[src/rtl/mem_port_arbiter_if.sv]
// Pipeline-side request/response ports and SRAM-side strobes of mem_port_arbiter.
// The slave modport is the arbiter's view; master is the pipeline/SRAM environment.
interface mem_port_arbiter_if #(
  parameter int ADDR_W = 14
);
  logic              fe_req;
  logic [31:0]       fe_addr;
  logic              fe_gnt;
  logic              fe_rvalid;
  logic [31:0]       fe_rdata;

  logic              mem_req;
  logic              mem_write;
  logic [31:0]       mem_addr;
  logic [31:0]       mem_wdata;
  logic [3:0]        mem_be;
  logic              mem_gnt;
  logic              mem_rvalid;
  logic [31:0]       mem_rdata;

  logic              sram_read_req;
  logic              sram_write_req;
  logic [ADDR_W-1:0] sram_addr;
  logic [3:0]        sram_byte_en;
  logic [31:0]       sram_wdata;
  logic [31:0]       sram_rdata;

  modport slave (
    input  fe_req, fe_addr,
    input  mem_req, mem_write, mem_addr, mem_wdata, mem_be,
    input  sram_rdata,
    output fe_gnt, fe_rvalid, fe_rdata,
    output mem_gnt, mem_rvalid, mem_rdata,
    output sram_read_req, sram_write_req, sram_addr, sram_byte_en, sram_wdata
  );

  modport master (
    output fe_req, fe_addr,
    output mem_req, mem_write, mem_addr, mem_wdata, mem_be,
    output sram_rdata,
    input  fe_gnt, fe_rvalid, fe_rdata,
    input  mem_gnt, mem_rvalid, mem_rdata,
    input  sram_read_req, sram_write_req, sram_addr, sram_byte_en, sram_wdata
  );
endinterface

[src/rtl/mem_port_arbiter.sv]
// Arbitrates fetch and mem ports onto one 1-cycle-latency SRAM; mem wins, combinational grant.
// Define MEM_ARB_STARVE_GUARD_EN to force a fetch grant after STARVE_MAX denied cycles.
module mem_port_arbiter #(
  parameter int ADDR_W     = 14,
  parameter int STARVE_MAX = 4
) (
  input  logic                i_clk,
  input  logic                i_reset,
  mem_port_arbiter_if.slave   io_bus
);

  logic w_fe_gnt;
  logic w_mem_gnt;
  logic w_force_fe;
  logic w_fe_rvalid;
  logic w_mem_rvalid;

  logic        r_rd_fe;
  logic        r_rd_mem;
  logic [31:0] r_fe_hold;
  logic [31:0] r_mem_hold;

`ifdef MEM_ARB_STARVE_GUARD_EN
  localparam int CNT_W = $clog2(STARVE_MAX + 1);
  logic [CNT_W-1:0] r_starve_cnt;

  assign w_force_fe = io_bus.fe_req && (r_starve_cnt == CNT_W'(STARVE_MAX));

  always_ff @(posedge i_clk) begin
    if (i_reset) begin
      r_starve_cnt <= '0;
    end else if (!io_bus.fe_req || w_fe_gnt) begin
      r_starve_cnt <= '0;
    end else if (r_starve_cnt != CNT_W'(STARVE_MAX)) begin
      r_starve_cnt <= r_starve_cnt + 1'b1;
    end
  end
`else
  assign w_force_fe = 1'b0;
`endif

  // Grants are suppressed during reset so no SRAM strobe can leak out.
  always_comb begin
    w_mem_gnt = !i_reset && io_bus.mem_req && !w_force_fe;
    w_fe_gnt  = !i_reset && io_bus.fe_req && !w_mem_gnt;
  end

  assign io_bus.fe_gnt         = w_fe_gnt;
  assign io_bus.mem_gnt        = w_mem_gnt;
  assign io_bus.sram_read_req  = w_fe_gnt || (w_mem_gnt && !io_bus.mem_write);
  assign io_bus.sram_write_req = w_mem_gnt && io_bus.mem_write;
  assign io_bus.sram_addr      = w_mem_gnt ? io_bus.mem_addr[ADDR_W+1:2]
                                           : io_bus.fe_addr[ADDR_W+1:2];
  assign io_bus.sram_byte_en   = (w_mem_gnt && io_bus.mem_write) ? io_bus.mem_be : 4'b0000;
  assign io_bus.sram_wdata     = io_bus.mem_wdata;

  always_ff @(posedge i_clk) begin
    if (i_reset) begin
      r_rd_fe  <= 1'b0;
      r_rd_mem <= 1'b0;
    end else begin
      r_rd_fe  <= w_fe_gnt;
      r_rd_mem <= w_mem_gnt && !io_bus.mem_write;
    end
  end

  // A response whose read was granted just before reset is discarded here.
  assign w_fe_rvalid  = r_rd_fe  && !i_reset;
  assign w_mem_rvalid = r_rd_mem && !i_reset;

  always_ff @(posedge i_clk) begin
    if (i_reset) begin
      r_fe_hold  <= '0;
      r_mem_hold <= '0;
    end else begin
      if (w_fe_rvalid)  r_fe_hold  <= io_bus.sram_rdata;
      if (w_mem_rvalid) r_mem_hold <= io_bus.sram_rdata;
    end
  end

  assign io_bus.fe_rvalid  = w_fe_rvalid;
  assign io_bus.fe_rdata   = w_fe_rvalid  ? io_bus.sram_rdata : r_fe_hold;
  assign io_bus.mem_rvalid = w_mem_rvalid;
  assign io_bus.mem_rdata  = w_mem_rvalid ? io_bus.sram_rdata : r_mem_hold;

  logic w_unused;
  assign w_unused = ^{io_bus.fe_addr[31:ADDR_W+2], io_bus.fe_addr[1:0],
                      io_bus.mem_addr[31:ADDR_W+2], io_bus.mem_addr[1:0], STARVE_MAX[0]};

endmodule

[src/flat_wrapper.sv]
// flat-port wrapper written by rule: the top's interface ports become plain ports
module mem_port_arbiter_flat 
#(
  parameter int ADDR_W     = 14,
  parameter int STARVE_MAX = 4
)
  (i_clk, i_reset, io_bus_fe_req, io_bus_fe_addr, io_bus_mem_req, io_bus_mem_write, io_bus_mem_addr, io_bus_mem_wdata, io_bus_mem_be, io_bus_sram_rdata, io_bus_fe_gnt, io_bus_fe_rvalid, io_bus_fe_rdata, io_bus_mem_gnt, io_bus_mem_rvalid, io_bus_mem_rdata, io_bus_sram_read_req, io_bus_sram_write_req, io_bus_sram_addr, io_bus_sram_byte_en, io_bus_sram_wdata);
  mem_port_arbiter_if #(.ADDR_W(ADDR_W)) io_bus_i ();
  input  logic i_clk;
  input  logic i_reset;
  input wire logic [$bits(io_bus_i.fe_req)-1:0] io_bus_fe_req;
  input wire logic [$bits(io_bus_i.fe_addr)-1:0] io_bus_fe_addr;
  input wire logic [$bits(io_bus_i.mem_req)-1:0] io_bus_mem_req;
  input wire logic [$bits(io_bus_i.mem_write)-1:0] io_bus_mem_write;
  input wire logic [$bits(io_bus_i.mem_addr)-1:0] io_bus_mem_addr;
  input wire logic [$bits(io_bus_i.mem_wdata)-1:0] io_bus_mem_wdata;
  input wire logic [$bits(io_bus_i.mem_be)-1:0] io_bus_mem_be;
  input wire logic [$bits(io_bus_i.sram_rdata)-1:0] io_bus_sram_rdata;
  output wire logic [$bits(io_bus_i.fe_gnt)-1:0] io_bus_fe_gnt;
  output wire logic [$bits(io_bus_i.fe_rvalid)-1:0] io_bus_fe_rvalid;
  output wire logic [$bits(io_bus_i.fe_rdata)-1:0] io_bus_fe_rdata;
  output wire logic [$bits(io_bus_i.mem_gnt)-1:0] io_bus_mem_gnt;
  output wire logic [$bits(io_bus_i.mem_rvalid)-1:0] io_bus_mem_rvalid;
  output wire logic [$bits(io_bus_i.mem_rdata)-1:0] io_bus_mem_rdata;
  output wire logic [$bits(io_bus_i.sram_read_req)-1:0] io_bus_sram_read_req;
  output wire logic [$bits(io_bus_i.sram_write_req)-1:0] io_bus_sram_write_req;
  output wire logic [$bits(io_bus_i.sram_addr)-1:0] io_bus_sram_addr;
  output wire logic [$bits(io_bus_i.sram_byte_en)-1:0] io_bus_sram_byte_en;
  output wire logic [$bits(io_bus_i.sram_wdata)-1:0] io_bus_sram_wdata;
  assign io_bus_i.fe_req = io_bus_fe_req;
  assign io_bus_i.fe_addr = io_bus_fe_addr;
  assign io_bus_i.mem_req = io_bus_mem_req;
  assign io_bus_i.mem_write = io_bus_mem_write;
  assign io_bus_i.mem_addr = io_bus_mem_addr;
  assign io_bus_i.mem_wdata = io_bus_mem_wdata;
  assign io_bus_i.mem_be = io_bus_mem_be;
  assign io_bus_i.sram_rdata = io_bus_sram_rdata;
  assign io_bus_fe_gnt = io_bus_i.fe_gnt;
  assign io_bus_fe_rvalid = io_bus_i.fe_rvalid;
  assign io_bus_fe_rdata = io_bus_i.fe_rdata;
  assign io_bus_mem_gnt = io_bus_i.mem_gnt;
  assign io_bus_mem_rvalid = io_bus_i.mem_rvalid;
  assign io_bus_mem_rdata = io_bus_i.mem_rdata;
  assign io_bus_sram_read_req = io_bus_i.sram_read_req;
  assign io_bus_sram_write_req = io_bus_i.sram_write_req;
  assign io_bus_sram_addr = io_bus_i.sram_addr;
  assign io_bus_sram_byte_en = io_bus_i.sram_byte_en;
  assign io_bus_sram_wdata = io_bus_i.sram_wdata;
  mem_port_arbiter #(.ADDR_W(ADDR_W), .STARVE_MAX(STARVE_MAX)) u_core (.i_clk(i_clk), .i_reset(i_reset), .io_bus(io_bus_i));
endmodule
[config.mk]
export PLATFORM = sky130hd
export DESIGN_NAME = mem_port_arbiter_flat
export DESIGN_NICKNAME = d
export VERILOG_FILES = /design/src/rtl/mem_port_arbiter_if.sv /design/src/rtl/mem_port_arbiter.sv /design/src/flat_wrapper.sv
export SDC_FILE = /design/constraint.sdc
export NUM_CORES = 1
export LEC_CHECK = 0
export BUFFER_PORTS_ARGS = -buffer_cell sky130_fd_sc_hd__buf_2
export CAP_MARGIN = 20
export CORE_ASPECT_RATIO = 0.9
export CORE_MARGIN = 2
export CORE_UTILIZATION = 30
export DETAILED_ROUTE_END_ITERATION = 12
export GPL_ROUTABILITY_DRIVEN = 0
export PLACE_DENSITY = 0.64
export SLEW_MARGIN = 20
export SYNTH_ARGS = -nofsm -noshare
export SYNTH_HDL_FRONTEND = slang
export SYNTH_SLANG_ARGS = --single-unit
export TNS_END_PERCENT = 20
[constraint.sdc]
create_clock -name i_clk -period 2 [get_ports i_clk]
set_clock_uncertainty 0.2 [all_clocks]
set_input_delay 0.4 -clock i_clk [delete_from_list [all_inputs] [get_ports i_clk]]
set_output_delay 0.4 -clock i_clk [all_outputs]
set_load 0.1 [all_outputs]
-- Yosys cells after proc, flatten, opt, wreduce, memory -nomap -nowiden
Cells that the tools add are included.
- mux-type cells: 4
- reduce and logical (&&, ||, !) cells: 11
- operators with widths (operator ; number):
    32-bit 2-to-1 mux ; 2
    14-bit 2-to-1 mux ; 1
    1-bit logical AND ; 7
    4-bit 2-to-1 mux ; 1
    1-bit zero test ; 3
    1-bit logical OR ; 1
- input port bits: 137
- register bits after elaboration: 66

-- Logic depth before layout (Yosys ltp)
- depth in word-level cells: 5
- mapped depth: 5
- gate-level depth less buffers: 3

-- Worst setup path before layout
Ideal clock, no wire load.
- path kind: in2out
- start point: input i_reset
- end point: output io_bus_fe_gnt
- path slack: -745 ps
- required time: 1400 ps
- stages: 4
- data arrival time: 2145 ps
- path buffers: 3
- cells stage by stage: buf_6 > buf_2 > clkbuf_1 > nor2_1
- cells in the longest elaborated chain, start to end: 4
- RTL lines (what ; RTL line ; source):
    start, declared ; flat_wrapper.sv:10 ; input logic i_reset;
    1-bit zero test * ; mem_port_arbiter.sv:44, mem_port_arbiter.sv:45 ;
    1-bit logical AND ; mem_port_arbiter.sv:44 ; w_mem_gnt = !i_reset && io_bus.mem_req && !w_force_fe;
    1-bit zero test ; mem_port_arbiter.sv:45 ; w_fe_gnt = !i_reset && io_bus.fe_req && !w_mem_gnt;
    1-bit logical AND * ; mem_port_arbiter.sv:45 ;
    end, declared ; flat_wrapper.sv:19 ; output wire logic [$bits(io_bus_i.fe_gnt)-1:0] io_bus_fe_gnt;
Every way passes the cells marked *; elsewhere a longest branch is shown, timed or not.

-- Final worst setup path
- start point: register u_core.r_rd_fe
- end point: output io_bus_fe_rdata[23]
- cells in the longest elaborated chain, start to end: 2
- RTL lines (what ; RTL line ; source):
    start, declared ; mem_port_arbiter.sv:18 ; logic r_rd_fe;
    start signal, assigned ; mem_port_arbiter.sv:62 ; r_rd_fe <= w_fe_gnt;
    1-bit logical AND ; mem_port_arbiter.sv:68 ; assign w_fe_rvalid = r_rd_fe && !i_reset;
    32-bit 2-to-1 mux ; mem_port_arbiter.sv:82 ; assign io_bus.fe_rdata = w_fe_rvalid ? io_bus.sram_rdata : r_fe_hold;
    end, declared ; flat_wrapper.sv:21 ; output wire logic [$bits(io_bus_i.fe_rdata)-1:0] io_bus_fe_rdata;
No other way between the ends.

==> impl_metrics.csv <==
group,metric,value,unit
cts,cts_root_buffer,"clkbuf_16",
place,place_ws,-0.260,ns
yosys,synthArstFlopShare,0,%
yosys,syn_area_per_cell,11.2,µm²
pwr,clkPwrFrac,31.9,%
yosys,synthCells,347,
cells_and_area,syn_to_final_growth,60.2,%
global_routing,grt_max_degree,41,
critical_path,crit_fanout,11,
sta,worst_slack,-0.136,ns
cells_and_area,diodes,0,
place,place_inst,636,
place,numPortBuffers,156,
die,die_w,124,µm
route,via_per_inst,4.47,
cts,htreeDepth,3,
route,drcViolationCount,0,
sta,slew_viol_final,0,
cells_and_area,final_nets,624,
global_routing,grt_pass1_wl,15300,µm
route,drt_pass1_iterations,4,
yosys,synth_flop_cell,"dfxtp_1",
route,dr_total_vias,2930,
cts,cts_tree,"yes",
critical_path,worstPathRequired,1.40,ns
pwr,swShare,35.3,%
cts,numCtsBuffers,9,
place,hpwl,6950,µm
die,core,12700,µm²
flow_run,cap_violations,0,
cells_and_area,drive_gt1_share,57.8,%
yosys,yosysWarnings,0,
global_routing,grt_overflow,0,
route,drt-total-wl,9810,µm
sta,relSlewSlack,58.1,%
pwr,combinationalPowerShare,35.3,%
pwr,p_per_area,678,nW/µm²
sta,rsz0062_at_grt,"true",
place,placed_area,5750,µm²
critical_path,crit_arrival,1.54,ns
cts,clk_latency,0.32,ns
sta,hold_viol_final,0,
die,die_h,112,µm
cts,hold_buffers,0,
sta,fin_crit_sh,107,%
cts,path_clk_slew,0.05,ns
global_routing,grt_use_total,14.1,%
yosys,synth_common_cells,"67 x mux2_4, 67 x nor2_1, 66 x dfxtp_1",
outcome,status,"finished, violations left",
critical_path,cp-end-kind,"output port",
yosys,synth-edff-count,0,
cts,clock_sinks,66,
critical_path,critPathKind,"reg -> out",
sta,setup-violations-final,58,
pwr,p_leak,0.00285,µW
route,drtIter0Drc,91,
die,initial_utilization,30.7,%
global_routing,grt_antenna_before_repair,0,
route,ant_nets,0,
critical_path,crit_path_start_kind,"register",
cells_and_area,final_util,49.1,%
cts,clock_path_buffers,2,
sta,fin_crit,2.14,ns
pwr,ir_drop,448,µV
yosys,synth_area,3890,µm²
outcome,violations,"negative setup slack",
min_path,hold_class,"in -> reg",
sta,max_freq,468,MHz
sta,holdWs,0.0716,ns
die,rows,39,
global_routing,grt_pass1_vias,3032,
cells_and_area,final_cells,655,
yosys,synth_fp_nets,484,
pwr,seq_power_share,32.8,%
sta,worst_slew_pin_slew,0.628,ns
yosys,synthTopCellsByArea,"dfxtp_1 34%, mux2_4 26%, mux2i_1 16%",
yosys,synth_top_area_share,34.0,%
pwr,power_switching,1490,µW
cells_and_area,fin_area,6230,µm²
yosys,synth_cell_types,15,
critical_path,rrSetupSlack,0.38,ns
yosys,ys_ff_latch,66,
pwr,p_int,2740,µW
yosys,synth_largest_area_cell,"dfxtp_1",
die,die_area,13900,µm²
route,avgRoutedWirePerCell,15.0,µm
die,pin_count,257,
yosys,yosysSeqAreaShare,34.0,%
-- sequential cells by signal, indices dropped and copies added (netlist names) --
register / count
u_core.r_rd_fe: 1
u_core.r_mem_hold: 32
u_core.r_fe_hold: 32
u_core.r_rd_mem: 1
-- worst max-delay path, stage by stage (launching register included) --
cell and delay [ns]:
dfxtp_4 0.37, nand2b_4 0.16, buf_12 0.18, mux2_4 0.33, buf_12 0.17
-- power by group through the flow --
stage / clock, µW / sequential, µW / combinational, µW
3_3_place_gp: 0 / 1410 / 1420
3_5_place_dp: 0 / 1410 / 1440
2_1_floorplan: 0 / 1400 / 1290
5_1_grt: 1460 / 1390 / 1540
6_report: 1350 / 1390 / 1490
4_1_cts: 1410 / 1390 / 1490
-- metrics by stage --
stage	power [µW]	TNS, ns
finish	4230	-5.37
global route	4390	-8.88
CTS	4290	-7.33
detailed placement	2850	-16.89
global placement	2830	-16.23
floorplan	2700	-1.44
-- metal layers --
metal | track usage [%] | vias up | wire length (µm)
li1 | - | 1424 | -
met1 | 16.1 | 1390 | 4060
met2 | 24.2 | 93 | 4840
met3 | 5.28 | 23 | 710
met4 | 4.64 | 0 | 195
met5 | 0 | - | 0
-- placed cells by master, fill, tap and decap left out --
cell | netlist | routed
buf_12 | 0 | 74
buf_2 | 3 | 68
mux2_4 | 67 | 67
nor2_1 | 67 | 66
mux2i_1 | 64 | 64
dfxtp_1 | 66 | 64
buf_6 | 11 | 28
buf_4 | 38 | 15
mux2_1 | 11 | 9
clkbuf_16 | 0 | 9
nand2b_4 | 3 | 4
and3_4 | 0 | 4
clkinv_2 | 0 | 4
mux2_2 | 0 | 2
inv_2 | 3 | 2
nand2b_1 | 2 | 2
clkbuf_1 | 6 | 2
inv_6 | 0 | 1
and2_4 | 0 | 1
nor2_4 | 0 | 1
a21oi_4 | 0 | 1
buf_8 | 0 | 1
dfxtp_4 | 0 | 1
dfxtp_2 | 0 | 1
-- kinds of logic (layout without fill, tap and decap cells) --
group	count (synthesis)	after routing	share of synthesized area, %
AOI/OAI and AO/OA	1	1	0.128
muxes	142	142	45.5
DFF	66	66	34.0
and+or+nand+nor	77	78	8.65
buffers and inverters	61	204	11.8
-- area by class of cell --
class,instances,area (µm²)
fillers,1136,6450
repair buffers,186,2260
multi-input cells,221,2170
flip-flops and latches,66,1330
clock buffers,11,233
well taps,164,205
clock inverters,4,20.0
inverters,3,16.3
-- final timing paths --
check,start,endpoint,cells past startpoint
setup / recovery,u_core.r_rd_fe$_SDFF_PP0_,io_bus_fe_rdata[23],4
hold / removal,i_reset,u_core.r_rd_fe$_SDFF_PP0_,2
setup reg to reg,u_core.r_rd_fe$_SDFF_PP0_,u_core.r_fe_hold[22]$_SDFF_PP0_,3
hold reg to reg,u_core.r_fe_hold[1]$_SDFF_PP0_,u_core.r_fe_hold[1]$_SDFF_PP0_,2
-- timing repair --
action | CTS | global route
pin swaps | 3 | 1
cloned | 1 | 0
resized for setup | 52 | 5
buffers inserted | 3 | 0
endpoints found under the setup margin | 85 | 71
No activity file was read; power rests on OpenSTA's default activity.
